## src/rtl/riscv_pkg.sv

```systemverilog
// Shared RISC-V core definitions: default widths, load funct3 codes and the
// MEM/WB stage state encoding.
package riscv_pkg;

  localparam int DEFAULT_DATA_WIDTH     = 32;
  localparam int DEFAULT_REG_ADDR_WIDTH = 5;

  localparam logic [2:0] LB  = 3'b000;
  localparam logic [2:0] LH  = 3'b001;
  localparam logic [2:0] LW  = 3'b010;
  localparam logic [2:0] LBU = 3'b100;
  localparam logic [2:0] LHU = 3'b101;

  typedef enum logic {
    IDLE      = 1'b0,
    WAIT_LOAD = 1'b1
  } mem_wb_state_e;

  function automatic logic load_type_legal(input logic [2:0] funct3);
    return (funct3 == LB) || (funct3 == LH) || (funct3 == LW) ||
           (funct3 == LBU) || (funct3 == LHU);
  endfunction

endpackage

```

## src/rtl/load_data_aligner.sv

```systemverilog
// Combinational load alignment: selects the byte/halfword addressed by the
// low address bits and sign/zero-extends it; faulting loads return zero.
module load_data_aligner
  import riscv_pkg::*;
(
  input  logic [31:0] rdata,
  input  logic [1:0]  addr,
  input  logic [2:0]  load_type,
  output logic [31:0] data,
  output logic        misaligned,
  output logic        illegal
);

  logic [7:0]  byte_lane [4];
  logic [15:0] half_lane;
  logic [7:0]  sel_byte;

  for (genvar gi = 0; gi < 4; gi++) begin : g_lanes
    assign byte_lane[gi] = rdata[8*gi +: 8];
  end

  assign half_lane = addr[1] ? rdata[31:16] : rdata[15:0];
  assign sel_byte  = byte_lane[addr];

  always_comb begin
    data       = '0;
    misaligned = 1'b0;
    illegal    = !load_type_legal(load_type);
    case (load_type)
      LB:  data = {{24{sel_byte[7]}}, sel_byte};
      LBU: data = {24'h0, sel_byte};
      LH:  begin
        misaligned = addr[0];
        data       = {{16{half_lane[15]}}, half_lane};
      end
      LHU: begin
        misaligned = addr[0];
        data       = {16'h0, half_lane};
      end
      LW:  begin
        misaligned = (addr != 2'b00);
        data       = rdata;
      end
      default: data = '0;
    endcase
    // Faulting loads must never leak memory contents into the register file path
    if (misaligned || illegal) begin
      data = '0;
    end
  end

endmodule

```

## src/rtl/mem_wb_stage.sv

```systemverilog
// MEM/WB pipeline boundary: registers MEM results, stalls for variable-latency
// load responses, and drives the write-back mux and register-file enable.
module mem_wb_stage
  import riscv_pkg::*;
#(
  parameter int DATA_WIDTH     = DEFAULT_DATA_WIDTH,
  parameter int REG_ADDR_WIDTH = DEFAULT_REG_ADDR_WIDTH
) (
  input  logic                      CLK,
  input  logic                      RST,
  input  logic                      MEM_VALID,
  output logic                      MEM_READY,
  input  logic [DATA_WIDTH-1:0]     MEM_ALU_RESULT,
  input  logic [REG_ADDR_WIDTH-1:0] MEM_RD_ADDR,
  input  logic                      MEM_REG_WRITE,
  input  logic                      MEM_IS_LOAD,
  input  logic [2:0]                MEM_LOAD_TYPE,
  input  logic                      DMEM_RDATA_VALID,
  input  logic [DATA_WIDTH-1:0]     DMEM_RDATA,
  output logic                      WB_VALID,
  output logic [DATA_WIDTH-1:0]     WB_ALU_RESULT,
  output logic [DATA_WIDTH-1:0]     WB_LOAD_DATA,
  output logic                      WB_MEM_TO_REG,
  output logic [REG_ADDR_WIDTH-1:0] WB_RD_ADDR,
  output logic                      WB_REG_WRITE,
  output logic                      LOAD_PENDING,
  output logic                      MISALIGNED_LOAD
);

  mem_wb_state_e state_reg, state_next;

  logic [DATA_WIDTH-1:0]     pend_addr_reg, pend_addr_next;
  logic [REG_ADDR_WIDTH-1:0] pend_rd_reg, pend_rd_next;
  logic                      pend_we_reg, pend_we_next;
  logic [2:0]                pend_type_reg, pend_type_next;

  logic                      wb_valid_reg, wb_valid_next;
  logic [DATA_WIDTH-1:0]     wb_alu_reg, wb_alu_next;
  logic [DATA_WIDTH-1:0]     wb_load_reg, wb_load_next;
  logic                      wb_m2r_reg, wb_m2r_next;
  logic [REG_ADDR_WIDTH-1:0] wb_rd_reg, wb_rd_next;
  logic                      wb_we_reg, wb_we_next;
  logic                      mis_reg, mis_next;

  logic                      accept;
  logic [DATA_WIDTH-1:0]     sel_addr;
  logic [REG_ADDR_WIDTH-1:0] sel_rd;
  logic                      sel_we;
  logic [2:0]                sel_type;
  logic [31:0]               align_data;
  logic                      align_mis;
  logic                      align_illegal;

  assign MEM_READY = (state_reg == IDLE);
  assign accept    = MEM_VALID && MEM_READY;

  // While idle the aligner looks at the incoming instruction so a same-cycle
  // response completes without a wait state; otherwise it uses the captured load.
  assign sel_addr = (state_reg == IDLE) ? MEM_ALU_RESULT : pend_addr_reg;
  assign sel_rd   = (state_reg == IDLE) ? MEM_RD_ADDR    : pend_rd_reg;
  assign sel_we   = (state_reg == IDLE) ? MEM_REG_WRITE  : pend_we_reg;
  assign sel_type = (state_reg == IDLE) ? MEM_LOAD_TYPE  : pend_type_reg;

  load_data_aligner u_aligner (
    .rdata      (DMEM_RDATA),
    .addr       (sel_addr[1:0]),
    .load_type  (sel_type),
    .data       (align_data),
    .misaligned (align_mis),
    .illegal    (align_illegal)
  );

  always_comb begin
    state_next     = state_reg;
    pend_addr_next = pend_addr_reg;
    pend_rd_next   = pend_rd_reg;
    pend_we_next   = pend_we_reg;
    pend_type_next = pend_type_reg;
    wb_valid_next  = 1'b0;
    wb_we_next     = 1'b0;
    mis_next       = 1'b0;
    wb_alu_next    = wb_alu_reg;
    wb_load_next   = wb_load_reg;
    wb_m2r_next    = wb_m2r_reg;
    wb_rd_next     = wb_rd_reg;

    case (state_reg)
      IDLE: begin
        if (accept && !MEM_IS_LOAD) begin
          wb_valid_next = 1'b1;
          wb_m2r_next   = 1'b0;
          wb_alu_next   = MEM_ALU_RESULT;
          wb_rd_next    = MEM_RD_ADDR;
          wb_we_next    = MEM_REG_WRITE && (MEM_RD_ADDR != '0);
        end else if (accept && !DMEM_RDATA_VALID) begin
          state_next     = WAIT_LOAD;
          pend_addr_next = MEM_ALU_RESULT;
          pend_rd_next   = MEM_RD_ADDR;
          pend_we_next   = MEM_REG_WRITE;
          pend_type_next = MEM_LOAD_TYPE;
        end
      end
      WAIT_LOAD: begin
        if (DMEM_RDATA_VALID) begin
          state_next = IDLE;
        end
      end
      default: state_next = IDLE;
    endcase

    // Load completion, either same-cycle in IDLE or the awaited response
    if (((state_reg == IDLE) && accept && MEM_IS_LOAD && DMEM_RDATA_VALID) ||
        ((state_reg == WAIT_LOAD) && DMEM_RDATA_VALID)) begin
      wb_valid_next = 1'b1;
      wb_m2r_next   = 1'b1;
      wb_alu_next   = sel_addr;
      wb_rd_next    = sel_rd;
      wb_load_next  = align_data;
      mis_next      = align_mis;
      wb_we_next    = sel_we && (sel_rd != '0) && !align_mis && !align_illegal;
    end
  end

  always_ff @(posedge CLK or posedge RST) begin
    if (RST) begin
      state_reg     <= IDLE;
      pend_addr_reg <= '0;
      pend_rd_reg   <= '0;
      pend_we_reg   <= 1'b0;
      pend_type_reg <= '0;
      wb_valid_reg  <= 1'b0;
      wb_alu_reg    <= '0;
      wb_load_reg   <= '0;
      wb_m2r_reg    <= 1'b0;
      wb_rd_reg     <= '0;
      wb_we_reg     <= 1'b0;
      mis_reg       <= 1'b0;
    end else begin
      state_reg     <= state_next;
      pend_addr_reg <= pend_addr_next;
      pend_rd_reg   <= pend_rd_next;
      pend_we_reg   <= pend_we_next;
      pend_type_reg <= pend_type_next;
      wb_valid_reg  <= wb_valid_next;
      wb_alu_reg    <= wb_alu_next;
      wb_load_reg   <= wb_load_next;
      wb_m2r_reg    <= wb_m2r_next;
      wb_rd_reg     <= wb_rd_next;
      wb_we_reg     <= wb_we_next;
      mis_reg       <= mis_next;
    end
  end

  assign WB_VALID        = wb_valid_reg;
  assign WB_ALU_RESULT   = wb_alu_reg;
  assign WB_LOAD_DATA    = wb_load_reg;
  assign WB_MEM_TO_REG   = wb_m2r_reg;
  assign WB_RD_ADDR      = wb_rd_reg;
  assign WB_REG_WRITE    = wb_we_reg;
  assign LOAD_PENDING    = (state_reg == WAIT_LOAD);
  assign MISALIGNED_LOAD = mis_reg;

endmodule

```

## config.mk

```make
export PLATFORM = sky130hd
export DESIGN_NAME = mem_wb_stage
export DESIGN_NICKNAME = d
export VERILOG_FILES = /design/src/rtl/riscv_pkg.sv /design/src/rtl/load_data_aligner.sv /design/src/rtl/mem_wb_stage.sv
export SDC_FILE = /design/constraint.sdc
export NUM_CORES = 1
export LEC_CHECK = 0
export ABC_AREA = 1
export CORE_ASPECT_RATIO = 0.7
export CORE_MARGIN = 2
export CORE_UTILIZATION = 40
export CTS_BUF_LIST = sky130_fd_sc_hd__clkbuf_16
export DETAILED_ROUTE_END_ITERATION = 10
export MAX_ROUTING_LAYER = met4
export PLACE_DENSITY = 0.67
export SLEW_MARGIN = 20
export SYNTH_ARGS = -nofsm -noshare
export SYNTH_HDL_FRONTEND = slang
export SYNTH_SLANG_ARGS = --single-unit
```

## constraint.sdc

```tcl
create_clock -name CLK -period 7.1 [get_ports CLK]
set_input_delay 1.775 -clock CLK [delete_from_list [all_inputs] [get_ports CLK]]
set_output_delay 1.775 -clock CLK [all_outputs]
set_load 0.01 [all_outputs]
```

; ---- Yosys cells after proc, flatten, opt, wreduce, memory -nomap -nowiden
; Cells that the tools add are included.
[totals]
reg_bits = 115
inputBits = 78
output_inout_bits = 75
[classes]
magnitude_cmp = 1
eq_ne = 5
n_mux = 31
bitwise_logic = 3
n_reduce_logical = 29
[ops]
columns = op, count
row1 = $mux W32, 5
row2 = $pmux W32 S5, 1
row3 = $mux W5, 4
row4 = $bmux W8 S2, 1
row5 = $mux W16, 1
row6 = $mux W8, 2
row7 = $mux W1, 14
row8 = $logic_and A1 B1 Y1, 11
row9 = $reduce_bool A5 Y1, 2
row10 = $eq A3 B3 Y1 const B, 2
row11 = $logic_or A1 B1 Y1, 6
row12 = $logic_not A1 Y1, 4
row13 = $pmux W1 S2, 2
row14 = $reduce_bool A2 Y1, 2
row15 = $eq A3 B1 Y1 const B, 1
row16 = $eq A3 B2 Y1 const B, 1
row17 = $ge A3 B3 Y1 const B, 1
row18 = $logic_not A3 Y1, 1
row19 = $mux W3, 1
row20 = $not A2 Y3, 1
row21 = $reduce_and A3 Y1, 1
row22 = $ne A2 B1 Y1 const B, 1
row23 = $not A1 Y1, 2
row24 = $reduce_and A2 Y1, 1
row25 = $reduce_or A2 Y1, 1

; ---- Logic depth before layout (Yosys ltp)
; Gate-level depths: netlist of run 1.
[logic_depth]
ltp_word = 9
mapped_depth = 12
depth_no_buf = 11

; ---- Modules after synthesis
; Synthesis of run 1 repeated with hierarchy kept, for this count alone.
[unflattened]
cells_unflattened = 805
hier_area_um2 = 5919.4
[by_module_without_submodules]
columns = module, n_inst, cells_per_inst, area_each_um2, seq_area_each_um2
row1 = mem_wb_stage, 1, 567, 4869.7, 2877.8
row2 = load_data_aligner, 1, 238, 1049.8, 0.0

; ---- Worst setup path before layout of run 1
; Ideal clock, no wire load.
[synth_timing]
path_kind = input to register
start = input port MEM_LOAD_TYPE[1]
end = register wb_load_reg[25], in the netlist WB_LOAD_DATA[25]
setup_ns = 0.066
t_arrival_ns = 2.676
path_slack_ns = 4.358
path_stages = 12
n_path_buf = 1
cell_sequence = inv_1 > nand2_1 > nand2_4 > nand2_4 > nor2_1 > nand2_2 > buf_6 > nand2_1 > inv_1 > nand2_1 > nand2_1 > nand2_1
[synth_between]
elab_chain_cells = 9
word_cells_on_any_way = 16
cone_classes = eq/ne: 4 / mux: 4 / reduce/logical: 8
[synth_lines]
columns = item, line_no
row1 = from (decl), mem_wb_stage.sv:17  ; input logic [2:0] MEM_LOAD_TYPE,
row2 = $mux W3 (*), mem_wb_stage.sv:62  ; assign sel_type = (state_reg == IDLE) ? MEM_LOAD_TYPE : pend_type_reg;
row3 = $eq A3 B1 Y1 or $logic_not A3 Y1 (tied branches), "riscv_pkg.sv:20, load_data_aligner.sv:29"
row4 = $logic_or A1 B1 Y1 (3 in series), riscv_pkg.sv:20  ; return (funct3 == LB) || (funct3 == LH) || (funct3 == LW) ||
row5 = $logic_or A1 B1 Y1, riscv_pkg.sv:21  ; (funct3 == LBU) || (funct3 == LHU);
row6 = $logic_not A1 Y1, load_data_aligner.sv:28  ; illegal = !load_type_legal(load_type);
row7 = $logic_or A1 B1 Y1, load_data_aligner.sv:47  ; if (misaligned || illegal) begin
row8 = $mux W32 (*), load_data_aligner.sv:47
row9 = to (signal assigned), mem_wb_stage.sv:146  ; wb_load_reg <= wb_load_next;
row10 = to (decl), mem_wb_stage.sv:39  ; logic [DATA_WIDTH-1:0] wb_load_reg, wb_load_next;
; Mark *: on every way between the ends. The rest lies on a longest branch, timed or not.
; A chain may end at the register's enable or synchronous reset.

; ---- Final worst setup path of run 1
[layout_timing]
start = register state_reg, in the netlist LOAD_PENDING
end = output port MEM_READY
[layout_between]
elab_chain_cells = 1
[layout_lines]
columns = item, line_no
row1 = from (decl), mem_wb_stage.sv:30  ; mem_wb_state_e state_reg, state_next;
row2 = from (signal assigned), mem_wb_stage.sv:139  ; state_reg <= state_next;
row3 = $not A1 Y1 (no source line), n/a
row4 = to (decl), mem_wb_stage.sv:12  ; output logic MEM_READY,
; Every way passes these cells.

==> results of run 1 <==
[cell usage in the layout (no fill, tap or decap), drive strengths merged]
| master | count |
|---|---|
| a22o | 1 |
| o221ai | 3 |
| nand3 | 60 |
| inv | 98 |
| clkinv | 1 |
| a31oi | 10 |
| bufinv | 4 |
| o21ai | 97 |
| clkinvlp | 4 |
| buf | 4 |
| nand3b | 2 |
| or3 | 1 |
| nor3 | 2 |
| a21oi | 1 |
| o211ai | 4 |
| clkdlybuf4s50 | 152 |
| diode | 1 |
| nand2 | 300 |
| nor2 | 68 |
| clkbuf | 17 |
| a22oi | 6 |
| nand4 | 1 |
| dfrtp | 115 |
[metrics by stage]
stage | utilization [%] | hold slack (ns) | setup WS, ns | instance area, um2
final | 55.7 | 0.468 | 3.01 | 8220
after global routing | 55.7 | 0.499 | 2.87 | 8220
after CTS | 55.6 | 0.477 | 2.99 | 8220
after detailed placement | 51.4 | 0.463 | 3.08 | 7590
after global placement | 51.4 | 0.459 | 3.09 | 7590
after floorplan | - | 0.450 | 2.28 | 6080
[kinds of logic after synthesis]
| logic type | after synthesis | synth area share [%] |
|---|---|---|
| AND/OR/NAND/NOR | 434 | 30.0 |
| buffers and inverters | 135 | 10.6 |
| AO/OA/AOI/OAI | 122 | 12.1 |
| flip-flops | 115 | 47.3 |
[metal layers]
metal / up-vias / part of all wire [%]
li1: 2805 / -
met1: 2494 / 51
met2: 169 / 42
met3: 10 / 6.2
met4: 0 / 0.85
met5: - / 0
[path summary, 6_finish.rpt]
path / startpoint / endpoint
setup / recovery: LOAD_PENDING / MEM_READY
hold / removal: WB_MEM_TO_REG / WB_MEM_TO_REG
setup reg to reg: LOAD_PENDING / WB_LOAD_DATA[12]
hold reg to reg: WB_MEM_TO_REG / WB_MEM_TO_REG
max in group asynchronous: RST / pend_addr_reg[16]
min in group asynchronous: RST / WB_LOAD_DATA[22]
[power groups by stage]
stage | Sequential (uW) | Combinational (uW) | Clock (uW)
after global routing | 858 | 599 | 958
after global placement | 851 | 533 | 0
after CTS | 843 | 541 | 925
after floorplan | 872 | 260 | 0
after detailed placement | 852 | 538 | 0
final | 843 | 538 | 915
[tightest hold or removal path, stage by stage, from the launching register on]
cell	delay, ns
dfrtp_1	0.34
nand2_1	0.05
nand2_1	0.04
[layout make-up]
type                            instances  area [um2]  share of cell area [%]
Clock buffer                           17         425                    5.18
Antenna cell                            1        2.50                  0.0304
Timing Repair Buffer                  156        1550                    18.9
Sequential cell                       115        2880                    35.0
Tap cell                              195         244                    2.97
Clock inverter                         14         203                    2.47
Multi-Input combinational cell        556        2560                    31.2
Inverter                               93         352                    4.28
==> results.toml, run 1 <==
[global_routing]
use_met3_pct = 5.06
grtUsageTotal_pct = 21.7
grt_util_met1_pct = 31.0
grt_use_met2_pct = 31.5
grt_max_degree = 83
grt_pass1_vias = 5294
grt_pass1_wl_mm = 26.7
busiest_layer = "met2"
antenna_found_initial = 1
grt_remaining_overflow = 0

[timing]
finalHoldViolations = 0
drv_slew = 0
final.setup_skew_ns = 0.00905
min_period_ns = 4.09
rsz0062_at_grt = "false"
min_period_over_period_pct = 57.6
slew_headroom_pct = 31.9
fmaxAchievable_ghz = 0.245
setup_tns_ns = 0
tightest_slew_ns = 1.02
setup_viol_count_final = 0

[yosys]
synthTopCellsByArea = "dfrtp_1, nand2_1, inv_1"
netlist_top_cells_count = "nand2_1, dfrtp_1, inv_1"
netlist_area_um2 = 6080
syn_nets = 884
yosysMostFrequentCell = "nand2_1"
synth_area_leader_cell = "dfrtp_1"
synth-main-ff-cell = "dfrtp_1"
synth_edf_count = 0
synthDominantCellAreaShare_pct = 47.3
synth_cells = 806
yosys_warnings = 0
yosysUniqueCellTypes = 30
synth_seq_area_share_pct = 47.3
synth.avg_cell_area_um2 = 7.55
synth-async-reset-ratio_pct = 100
ys_ff_latch = 115

[final_layout]
drive_gt1_share_pct = 8.41
nets = 1017
final_cells = 1147
nFillCells = 1412
area_growth_pct = 35.1

[power]
power_frac_comb_pct = 23.4
netSwitchingPower_uw = 671
p_sw_share_pct = 29.2
intPower_uw = 1620
seqPwrFrac_pct = 36.7
p_per_area_nw_per_um2 = 279
totalPowerFinal_uw = 2300
clkPwrFrac_pct = 39.9
leakagePower_uw = 0.00418
ir_worst_vdd_mv = 0.152

[clock_tree]
clk_pin_slew_ns = 0.06
cts_buffers = 17
post_cts_resized = 0
cts_setup_buffers = 0
root_buffer = "clkbuf_16"
clk_path_buf_depth = 2
clock_latency_ns = 0.40
tritoncts = "built"
cts.htree.levels = 4
cts_hold_buffers = 0
cts.sink_count = 115

[worst_setup_path]
slowest_stage = "dfrtp_1"
cp.required_ns = 5.33
cp.buffers_inverters = 2
worstSetupEndpointType = "primary output"
cp.depth = 2
crit_chain = "inv_2, clkdlybuf4s50_1"
reg2reg_setup_slack_ns = 4.11
critPathMaxStageDelay_ns = 0.65
startpoint_type = "flop"
crit_type = "reg -> out"
cp_top_family = "buffers and inverters"
rr_worst_depth = 9
cp.arrival_ns = 2.31
cp_max_fo = 34

[routing]
first_pass_iters = 5
wl_per_cell_um = 14.3
drc = 0
num_vias = 5478
ant_nets = 0
routed_via_density = 4.78
totalWireLength_mm = 16.4
drtIter0Drc = 380

[floorplan]
fp.dieH_um = 107
start_util_pct = 41.2
fp.coreArea_um2 = 14800
rows = 37
ios = 153
die_w_um = 151
die_area_um2 = 16200

[run]
maxCapViolCount = 0

[placement]
gp_congestion = 0.915
dp.cells = 1115
io_buffers = 152
dpl.hpwl_mm = 11.3

[min_path]
hp-class = "reg -> reg"
worstHoldPathCells = 2

[status]
status = "completed"
No activity file was read; power rests on OpenSTA's default activity.
==> run 2: changes to the inputs <==
Settings changed: PLACE_DENSITY 0.67 to 0.7.
Clock period 7.1 ns to 3.35 ns, I/O delays scaled along.
==> run 2 against run 1 <==
  * Power rose by 110%
  * Sequential cell count did not move
  * Core utilization rose by 0.30 points
  * Wire length fell by 0.35%
  * Count of clock-buffer cells in the layout did not move
  * Largest power group unchanged
  * Highest routed layer unchanged
==> results.toml, run 2 (synthesized netlist as in run 1, its figures left out) <==
[timing]
min_period_ns = 2.48
fmaxAchievable_ghz = 0.403
final.setup_skew_ns = 0.00842
setup_tns_ns = 0
slew_headroom_pct = 36.7
layout_setup_ws_ns = 0.868
min_period_over_period_pct = 74.1
setup_viol_count_final = 0
tightest_slew_ns = 0.949
finalHoldViolations = 0
drv_slew = 0
rsz0062_at_grt = "false"

[global_routing]
grt_pass1_wl_mm = 26.5
grt_remaining_overflow = 0
grt_max_degree = 116
grt_pass1_vias = 5048
antenna_found_initial = 0
grtUsageTotal_pct = 21.7

[worst_setup_path]
startpoint_type = "flop"
crit_path_end = "MEM_READY"
critPathLaunch = "LOAD_PENDING"
timing.rr.end = "WB_LOAD_DATA[10]"
rr_worst_depth = 10
crit_chain = "inv_2, clkdlybuf4s50_1"
cp_top_family = "buffers and inverters"
reg2reg_setup_slack_ns = 1.39
cp.required_ns = 2.51
cp.arrival_ns = 1.64
reg2reg_from = "LOAD_PENDING"
cp_max_fo = 16
crit_type = "reg -> out"
cp.buffers_inverters = 2
slowest_stage = "clkdlybuf4s50_1"
worstSetupEndpointType = "primary output"
critPathMaxStageDelay_ns = 0.60
cp.depth = 2

[clock_tree]
clk_path_buf_depth = 2
cts_hold_buffers = 0
clk_pin_slew_ns = 0.06
cts_buffers = 17
cts.htree.levels = 4
cts_setup_buffers = 0
clock_latency_ns = 0.41
cts.sink_count = 115
root_buffer = "clkbuf_16"
post_cts_resized = 0
tritoncts = "built"

[power]
power_frac_comb_pct = 24.0
clkPwrFrac_pct = 38.9
netSwitchingPower_uw = 1420
leakagePower_uw = 0.00421
p_sw_share_pct = 29.7
seqPwrFrac_pct = 37.1
intPower_uw = 3370
p_per_area_nw_per_um2 = 580
ir_worst_vdd_mv = 0.429

[floorplan]
start_util_pct = 41.2
die_area_um2 = 16200
fp.coreArea_um2 = 14800
fp.dieH_um = 107
ios = 153
rows = 37
die_w_um = 151

[placement]
io_buffers = 152
gp_congestion = 0.920
pre_cts_ws_ns = 0.673
dpl.hpwl_mm = 11.3

[routing]
routed_via_density = 4.77
ant_nets = 0
drtIter0Drc = 437
wl_per_cell_um = 14.2
num_vias = 5515
first_pass_iters = 5
drc = 0
totalWireLength_mm = 16.4

[run]
maxCapViolCount = 0

[final_layout]
nets = 1024
area_growth_pct = 35.8
final_cell_mix = "nand2_1, clkdlybuf4s50_1, dfrtp_1, inv_1, nor2_1"
final_common_cell = "nand2_1"
drive_gt1_share_pct = 9.07

[min_path]
hp-class = "reg -> reg"

[status]
status = "completed"
## run 2: cell count changes in the layout (fill, tap and decap cells not counted)
cell	change
clkinv_1	+1
bufinv_16	-1
clkinv_4	+1
buf_4	+6
buf_12	+1
inv_6	-2
clkinvlp_4	+2
inv_4	-1
clkinv_2	+1
## run 2: power by group through the flow
stage          Combinational [uW]  Clock [uW]  Sequential (uW)
2_1_floorplan                 552           0             1850
3_3_place_gp                 1130           0             1800
3_5_place_dp                 1150           0             1800
4_1_cts                      1160        1890             1780
5_1_grt                      1280        1960             1810
6_report                     1150        1870             1780
## run 2: worst min-delay path by stage
stage	start	to	slack [ns]	cells past startpoint
floorplan	pend_addr_reg[10]	pend_addr_reg[10]	0.45	2
global placement	WB_MEM_TO_REG	WB_MEM_TO_REG	0.46	2
detailed placement	pend_addr_reg[27]	pend_addr_reg[27]	0.46	2
CTS	pend_addr_reg[9]	pend_addr_reg[9]	0.48	2
global route	WB_LOAD_DATA[3]	WB_LOAD_DATA[3]	0.50	2
finish	WB_MEM_TO_REG	WB_MEM_TO_REG	0.47	2
## run 2: through the flow
stage / area, um2 / hold slack (ns) / util, % / std cells / total power [uW]
detailed placement: 7650 / 0.465 / 51.8 / 1122 / 2960
global placement: 7650 / 0.459 / 51.8 / 1122 / 2930
CTS: 8260 / 0.478 / 55.9 / 1154 / 4840
floorplan: 6090 / 0.450 / - / 806 / 2400
finish: 8260 / 0.473 / 56.0 / 1155 / 4800
global route: 8260 / 0.495 / 55.9 / 1154 / 5060
## run 2: final cells by class
class | count | area (um2)
well taps | 195 | 244
fillers | 1355 | 6500
repair buffers | 163 | 1620
flip-flops and latches | 115 | 2880
inverters | 93 | 353
clock inverters | 15 | 180
multi-input cells | 556 | 2560
clock buffers | 17 | 425
diodes | 1 | 2.50
## run 2: per-layer routing
layer  track usage, %  wire length, um
met4             5.01               71
met5                -                0
met1             32.2             8350
met2             30.8             7110
met3             4.09              831
## run 2: worst min-delay path, stage by stage (launching register included)
cell and delay [ns]:
dfrtp_1 0.34, nand2_1 0.05, nand2_1 0.05
